**src/rtl/seven_segment_tube_driver.sv**
```systemverilog
// Purpose: 8-digit common-anode seven-segment driver with write-latched value and digit mask.
// Latency: a write lands at its edge and is visible on the pins one edge later; pins lag the scan index by one cycle.
// Backpressure: none, every write strobe is accepted in the cycle it is high.
//
// Ports:
//   iClock        system clock, rising edge
//   iReset        asynchronous active-high reset
//   iDoTubeWrite  write strobe from the IO decode
//   iTubeAddress  0 = value[15:0], 1 = value[31:16], 2 = digit mask, 3 = reserved
//   iWriteData    store data
//   oTubeSelect   digit enables, active low, bit i drives digit i
//   oTubeSegments segments {dp,g,f,e,d,c,b,a}, active low
module seven_segment_tube_driver #(
   parameter int CLOCK_DIV = 50000
) (
   input  logic        iClock,
   input  logic        iReset,
   input  logic        iDoTubeWrite,
   input  logic [1:0]  iTubeAddress,
   input  logic [15:0] iWriteData,
   output logic [7:0]  oTubeSelect,
   output logic [7:0]  oTubeSegments
);

   localparam int DIV_W = (CLOCK_DIV > 2) ? $clog2(CLOCK_DIV) : 1;
   localparam logic [DIV_W-1:0] DIV_LAST = DIV_W'(CLOCK_DIV - 1);

   logic [31:0]      displayValue;
   logic [7:0]       digitMask;
   logic [DIV_W-1:0] divider;
   logic [2:0]       digitIndex;
   logic [3:0]       nibble;
   logic [7:0]       nextSelect;
   logic [7:0]       nextSegments;

   // Hex glyphs, active low, decimal point always off.
   function automatic logic [7:0] hexDecode(input logic [3:0] n);
      logic [7:0] s;
      case (n)
         4'h0: s = 8'hC0;
         4'h1: s = 8'hF9;
         4'h2: s = 8'hA4;
         4'h3: s = 8'hB0;
         4'h4: s = 8'h99;
         4'h5: s = 8'h92;
         4'h6: s = 8'h82;
         4'h7: s = 8'hF8;
         4'h8: s = 8'h80;
         4'h9: s = 8'h90;
         4'hA: s = 8'h88;
         4'hB: s = 8'h83;
         4'hC: s = 8'hC6;
         4'hD: s = 8'hA1;
         4'hE: s = 8'h86;
         default: s = 8'h8E;
      endcase
      return s;
   endfunction

   // Program-visible registers; address 3 and idle cycles leave them alone.
   always_ff @(posedge iClock or posedge iReset) begin
      if (iReset) begin
         displayValue <= 32'h0;
         digitMask    <= 8'hFF;
      end else if (iDoTubeWrite) begin
         case (iTubeAddress)
            2'd0:    displayValue[15:0]  <= iWriteData;
            2'd1:    displayValue[31:16] <= iWriteData;
            2'd2:    digitMask           <= iWriteData[7:0];
            default: ;
         endcase
      end
   end

   // Free-running scan: each digit owns exactly CLOCK_DIV cycles, masked or not.
   always_ff @(posedge iClock or posedge iReset) begin
      if (iReset) begin
         divider    <= '0;
         digitIndex <= 3'd0;
      end else if (divider == DIV_LAST) begin
         divider    <= '0;
         digitIndex <= digitIndex + 3'd1;
      end else begin
         divider    <= divider + 1'b1;
      end
   end

   always_comb begin
      nibble = displayValue[{digitIndex, 2'b00} +: 4];
      if (digitMask[digitIndex]) begin
         nextSelect   = ~(8'h01 << digitIndex);
         nextSegments = hexDecode(nibble);
      end else begin
         nextSelect   = 8'hFF;
         nextSegments = 8'hFF;
      end
   end

   // Pins come straight from flops so select and segments switch together.
   always_ff @(posedge iClock or posedge iReset) begin
      if (iReset) begin
         oTubeSelect   <= 8'hFF;
         oTubeSegments <= 8'hFF;
      end else begin
         oTubeSelect   <= nextSelect;
         oTubeSegments <= nextSegments;
      end
   end

endmodule

```
**config.mk**
```make
export PLATFORM = sky130hd
export DESIGN_NAME = seven_segment_tube_driver
export DESIGN_NICKNAME = d
export VERILOG_FILES = /design/src/rtl/seven_segment_tube_driver.sv
export SDC_FILE = /design/constraint.sdc
export NUM_CORES = 1
export LEC_CHECK = 0
export ABC_AREA = 0
export BUFFER_PORTS_ARGS = -buffer_cell sky130_fd_sc_hd__buf_2
export CAP_MARGIN = 20
export CELL_PAD_IN_SITES_DETAIL_PLACEMENT = 2
export CELL_PAD_IN_SITES_GLOBAL_PLACEMENT = 2
export CORE_MARGIN = 10
export CORE_UTILIZATION = 25
export CTS_CLUSTER_SIZE = 14
export DETAILED_ROUTE_END_ITERATION = 8
export GPL_ROUTABILITY_DRIVEN = 0
export GPL_TIMING_DRIVEN = 0
export PLACE_DENSITY = 0.57
export SLEW_MARGIN = 20
export SYNTH_ARGS = -nofsm -noshare
export SYNTH_HDL_FRONTEND = slang
export SYNTH_SLANG_ARGS = --single-unit
```
**constraint.sdc**
```tcl
create_clock -name iClock -period 2.8 [get_ports iClock]
set_input_delay 0.7 -clock iClock [delete_from_list [all_inputs] [get_ports iClock]]
set_output_delay 0.7 -clock iClock [all_outputs]
set_load 0.01 [all_outputs]
```
==> metrics, run 1 <==
drt via density=4.43; Diodes inserted=0; MaxCap Viol Count=0; Final ANT Viol Nets=0; clk buf depth=2; 1st-pass router iterations=3; Avg WL per Cell=16.7 um; area leader, netlist=dfrtp_1; leakage=approximately 1.8 nW; final slew viol count=0; hold_buf cts=0; initial DRC count=53; total gr overflow=0; Final Skew=0.0118 ns; via count=2195; global-route wire length before repair=between 10 and 15 mm; Syn Std Cell Area=3470 um2; setup violators final=0; critical path required time=3.06 ns; clk root buf=clkbuf_16; Max-slew headroom=0.544; critical path peak fanout=10; type of origin of the critical path=flop; Total GRT Usage=0.0931; EDFF count, synth=0; crit-path max cell delay=0.56 ns; final hold violations=0; Placed Cells incl. Taps=480; vias in the first global route=between 2000 and 2500; run status=completed; sequential cell area fraction in the yosys report=0.541; IO Count=37; drc violations=0; Post-CTS Setup Bufs=0; drt total wl=8.27 mm; Syn Area/Cell=around 13 um2; Max Fclk=between 300 and 400 MHz; HP Class=input pin to async pin; Gate Count Post-Synth=264; chip height=~140 um; period utilization=0.894; critical path class=flop to flop; share of the synthesized area in the top cell type=0.367; Synth-to-Final Area Change=20.3%; CTS sink cnt=74; hold_ws=0.395 ns; Nets=approximately 350; non-filler cells, final=about 500; number of buffers created by CTS=9; CTS tree=yes; Skew-Pair Late Insertion Delay=0.34 ns; RSZ-0062 raised after global routing=no; pin count of the biggest net entering global routing=40; Tmin final=2.50 ns; Yosys reg bits=74; layout cell share with drive strength beyond 1=0.421; CP endpoint kind=flop; Synth warnings=0; clk slew on worst S/H paths=approximately 0.06 ns; final core utilization=0.304; largest cells by area after synthesis=dfrtp_1, dfstp_2, mux2_2; initial antenna violation count=0; Distinct cells, synth=43; async set-reset flop share out of synthesis=1.00; slowest cell on the critical path=mux4_2; power density cells=672 nW/um2; core area=between 10000 and 15000 um2; cells along the critical path=buf_6 > buf_4 > mux4_2 > mux2i_4 > inv_1 > ha_1 > nor3_1 > o31ai_1; die width=138 um; VDD IR-drop max=0.277 mV; H-tree depth=3; Worst-Margin Slew=0.683 ns; Filler cells=1513; top_reg_cell synth=dfrtp_1; DIE AREA=19000 um2; Initial Utilization=0.252; row cnt=43; Syn Nets=a little under 300; R2R cell count=8; I/O Buffers=35; DP Wirelength=6.20 mm; critical path arrival=2.77 ns
stage by stage:
step | setup TNS (ns) | cell area [um2] | setup WS [ns] | total power [W]
after CTS | 0 | 4170 | 0.129 | 0.00287
after global routing | 0 | 4180 | 0.112 | 0.00297
after detailed placement | -0.0980 | 3900 | -0.0475 | 0.00178
after global placement | -44.08 | 3870 | -0.830 | 0.00176
after floorplan | 0 | 3470 | 0.256 | 0.00162
final | 0 | 4180 | 0.296 | 0.00281
critical path: cells and delay by family (launching register included):
kind	cells	cell delay [ns]
compound gates	1	0.11
fa+ha+maj	1	0.28
buf+inv	3	0.53
flops	1	0.40
mux	2	0.86
simple gates	1	0.23
cell usage after synthesis (2+ instances only):
library cell  instances
dfrtp_1              51
nor2b_1               2
xnor2_1               5
buf_2                 2
nand4_1               2
and3_1                3
ha_1                 13
dfstp_2              23
clkbuf_1              3
buf_4                 2
o21ai_0               3
xor2_1               10
mux2_2               43
o221ai_1              4
nand3_1              11
buf_6                 2
mux4_1                2
o22ai_1               2
nand3b_1              2
mux4_2                5
nor3_1                4
nor2_1               15
mux2i_1              11
nand2_1              18
inv_1                 8
layer usage:
| layer | vias to the layer above | wire, um | share of wire | global-route usage |
|---|---|---|---|---|
| met2 | 33 | 3820 | 0.46 | 0.138 |
| met1 | 1132 | 3880 | 0.47 | 0.117 |
| met4 | 0 | 162 | 0.020 | 0.0435 |
| li1 | 1019 | - | - | - |
| met5 | - | 0 | 0 | 0 |
| met3 | 11 | 409 | 0.049 | 0.0348 |
state kept, by name, summed over array words and instances (netlist names):
register,count
displayValue,32
divider,16
digitMask,8
oTubeSelect,8
oTubeSegments,7
digitIndex,3
kinds of logic after synthesis:
| logic type | Yosys count | synth area share |
|---|---|---|
| compound gates | 16 | 0.0328 |
| xor+xnor | 15 | 0.0378 |
| fa+ha+maj | 13 | 0.0468 |
| buf+inv | 18 | 0.0266 |
| flops | 74 | 0.541 |
| mux | 61 | 0.219 |
| other cells | 1 | 0.00108 |
| simple gates | 66 | 0.0951 |
cell type report:
class | instances | area (um2) | area share
inverter | 9 | 36.3 | 0.00868
clock buffer | 10 | 239 | 0.0572
clock inverter | 6 | 32.5 | 0.00778
tap | 180 | 225 | 0.0539
multi-input combinational | 172 | 1510 | 0.362
timing repair buffer | 36 | 195 | 0.0467
buffer | 9 | 58.8 | 0.0141
sequential | 74 | 1880 | 0.450
repair_timing:
action                                  CTS  global route
cloned                                    0             0
endpoints found under the setup margin    3             2
gates resized for setup                   1             1
final timing paths:
path,slack [ns],startpoint,end
setup reg to reg,0.30,digitIndex[0],oTubeSegments[0]
hold reg to reg,0.50,displayValue[26],displayValue[26]
max in group asynchronous,1.77,iReset,digitMask[5]
hold / removal,0.40,iReset,displayValue[14]
min in group iClock,0.50,displayValue[26],displayValue[26]
setup / recovery,0.30,digitIndex[0],oTubeSegments[0]
report_power, final:
| part | leakage, nW | internal (W) | switching [W] |
|---|---|---|---|
| clock | 0.138 | 0.000615 | 0.000441 |
| sequential | 0.872 | 0.00125 | 0.0000620 |
| combinational | 0.778 | 0.000223 | 0.000221 |
cells in the final DEF (no fill, tap or decap), types with 2 or more instances in the layout:
master / netlist / layout
dfrtp_1: 51 / 51
mux2_2: 43 / 43
buf_2: 2 / 37
dfstp_2: 23 / 23
nand2_1: 18 / 18
nor2_1: 15 / 15
ha_1: 13 / 13
nand3_1: 11 / 11
xor2_1: 10 / 10
mux2i_1: 11 / 10
clkbuf_16: 0 / 9
inv_1: 8 / 7
mux4_2: 5 / 5
xnor2_1: 5 / 5
clkinv_2: 0 / 5
nor3_1: 4 / 4
o221ai_1: 4 / 4
clkbuf_1: 3 / 3
and3_1: 3 / 3
o21ai_0: 3 / 3
nand3b_1: 2 / 2
buf_6: 2 / 2
buf_4: 2 / 2
nand4_1: 2 / 2
nor2b_1: 2 / 2
o22ai_1: 2 / 2
mux4_1: 2 / 2
No activity file was read; power rests on OpenSTA's default activity.
==> run 2, diff against run 1 <==
--- a/config.mk
+++ b/config.mk
@@ -10,6 +10,7 @@
 export CAP_MARGIN = 20
 export CELL_PAD_IN_SITES_DETAIL_PLACEMENT = 2
 export CELL_PAD_IN_SITES_GLOBAL_PLACEMENT = 2
+export CORE_ASPECT_RATIO = 1.4
 export CORE_MARGIN = 10
 export CORE_UTILIZATION = 25
 export CTS_CLUSTER_SIZE = 14
==> metrics, run 2 (synthesis gave the netlist of run 1 again) <==
run status=completed (unchanged); drc violations=0 (unchanged); HP Class=input pin to async pin (unchanged); number of buffers created by CTS=9 (unchanged); 1st-pass router iterations=4 (was 3); row cnt=50 (was 43); hold_buf cts=0 (unchanged); switching share of power=0.238 (was 0.258); drt total wl=8.47 mm (was 8.27 mm); initial antenna violation count=0 (unchanged); Avg WL per Cell=17.0 um (was 16.7 um); Post-CTS Setup Bufs=0 (unchanged); Nets=345 (unchanged); Skew-Pair Late Insertion Delay=0.33 ns (was 0.34 ns); DIE AREA=19100 um2 (was 19000 um2); leakage=1.81 nW (was 1.79 nW); Final Skew=0.00638 ns (was 0.0118 ns); core area=13500 um2 (was 13800 um2); drt via density=4.45 (was 4.43); crit-path max cell delay=0.55 ns (was 0.56 ns); clk root buf=clkbuf_16 (unchanged); critical path arrival=2.83 ns (was 2.77 ns); CTS tree=yes (unchanged); Total GRT Usage=0.0934 (was 0.0931); Initial Utilization=0.257 (was 0.252); critical path peak fanout=10 (unchanged); MaxCap Viol Count=0 (unchanged); CTS sink cnt=74 (unchanged); cell family contributing the most delay on the critical path=multiplexers (unchanged); Tmin final=2.58 ns (was 2.50 ns); Final ANT Viol Nets=0 (unchanged); Filler cells=1461 (was 1513); RSZ-0062 raised after global routing=no (unchanged); critical path required time=3.05 ns (was 3.06 ns); setup violators final=0 (unchanged); type of origin of the critical path=flop (unchanged); Psw=0.000708 W (was 0.000725 W); vias in the first global route=2588 (was 2440); Clock Power Share=0.409 (was 0.376); Diodes inserted=0 (unchanged); I/O Buffers=35 (unchanged); cells along the critical path=buf_6 > buf_4 > mux4_2 > mux2i_2 > inv_1 > ha_1 > nand3_1 > and4b_1 > a31oi_1 (was buf_6 > buf_4 > mux4_2 > mux2i_4 > inv_1 > ha_1 > nor3_1 > o31ai_1); layout cell share with drive strength beyond 1=0.415 (was 0.421); total gr overflow=0 (unchanged); IO Count=37 (unchanged); Combinational Power Share=0.150 (was 0.158); Max-slew headroom=0.581 (was 0.544); power density cells=702 nW/um2 (was 672 nW/um2); final hold violations=0 (unchanged); number of flip-flops in the largest register=32 (unchanged); Synth-to-Final Area Change=21.7% (was 20.3%); chip height=159 um (was 138 um); Worst-Margin Slew=0.629 ns (was 0.683 ns); slowest cell on the critical path=mux4_2 (unchanged); Largest regs=displayValue (32), divider (16) (unchanged); DP Wirelength=6.39 mm (was 6.20 mm); Max Fclk=387 MHz (was 399 MHz); VDD IR-drop max=0.234 mV (was 0.277 mV); Pwr Total=0.00297 W (was 0.00281 W); final slew viol count=0 (unchanged); H-tree depth=3 (unchanged); CP bufs+invs=3 (unchanged); pin count of the biggest net entering global routing=46 (was 40); hold_ws=0.378 ns (was 0.395 ns); clk buf depth=2 (unchanged); CP endpoint kind=flop (unchanged); Int Power=0.00226 W (was 0.00209 W); via count=2216 (was 2195); global-route wire length before repair=14.1 mm (was 13.3 mm); commonest non-fill, non-tap cell in the layout=dfrtp_1 (unchanged); period utilization=0.922 (was 0.894); sequential share of power=0.441 (was 0.466); post_cts resized=1 (unchanged); critical path class=flop to flop (unchanged); most frequent cells in the layout=dfrtp_1, mux2_2, buf_2 (unchanged); clk slew on worst S/H paths=0.05 ns (was 0.06 ns); Most flops, register=displayValue (unchanged); die width=120 um (was 138 um); initial DRC count=62 (was 53)
## run 2: power groups by stage
stage          combinational (W)  sequential, W  clock (W)
2_1_floorplan           0.000296        0.00133          0
3_3_place_gp            0.000431        0.00132          0
3_5_place_dp            0.000453        0.00133          0
4_1_cts                 0.000456        0.00131    0.00126
5_1_grt                 0.000494        0.00133    0.00130
6_report                0.000445        0.00131    0.00121
## run 2: worst paths after layout
path	cells after the start	startpoint	end	slack (ns)
min	2	iReset	divider[13]	0.38
min reg2reg	1	displayValue[23]	displayValue[23]	0.50
max	9	digitIndex[0]	oTubeSegments[3]	0.22
max reg2reg	9	digitIndex[0]	oTubeSegments[3]	0.22
max in group asynchronous	3	iReset	oTubeSegments[0]	1.80
min in group iClock	1	displayValue[23]	displayValue[23]	0.50
## run 2: worst reg2reg max path: cells and delay by family, from the launching register on
family | cells | cell delay [ns]
mux | 2 | 0.92
buf+inv | 3 | 0.56
flops | 1 | 0.40
fa+ha+maj | 1 | 0.29
simple gates | 2 | 0.28
compound gates | 1 | 0.05
## run 2: metal layers
metal	global-route usage	share of wire	vias up
met3	0.0245	0.031	7
met2	0.168	0.55	28
met1	0.0991	0.40	1157
met5	0	0	-
met4	0.0418	0.019	0
li1	-	-	1024
## run 2: cell type report
class | count | area [um2] | area share
buffer | 9 | 58.8 | 0.0139
clock buffer | 15 | 288 | 0.0680
clock inverter | 1 | 30.0 | 0.00710
inverter | 9 | 36.3 | 0.00858
multi-input combinational | 172 | 1510 | 0.356
sequential | 74 | 1880 | 0.445
tap | 182 | 228 | 0.0538
timing repair buffer | 36 | 203 | 0.0479
## run 2: stage by stage
stage	setup TNS, ns	instance area [um2]	setup WS [ns]	cells	util
floorplan	0	3470	0.256	264	-
global placement	-43.66	3880	-0.830	481	0.287
detailed placement	-0.0163	3910	-0.0136	482	0.289
CTS	0	4230	0.152	498	0.313
global route	0	4230	0.0163	498	0.313
finish	0	4230	0.218	498	0.313
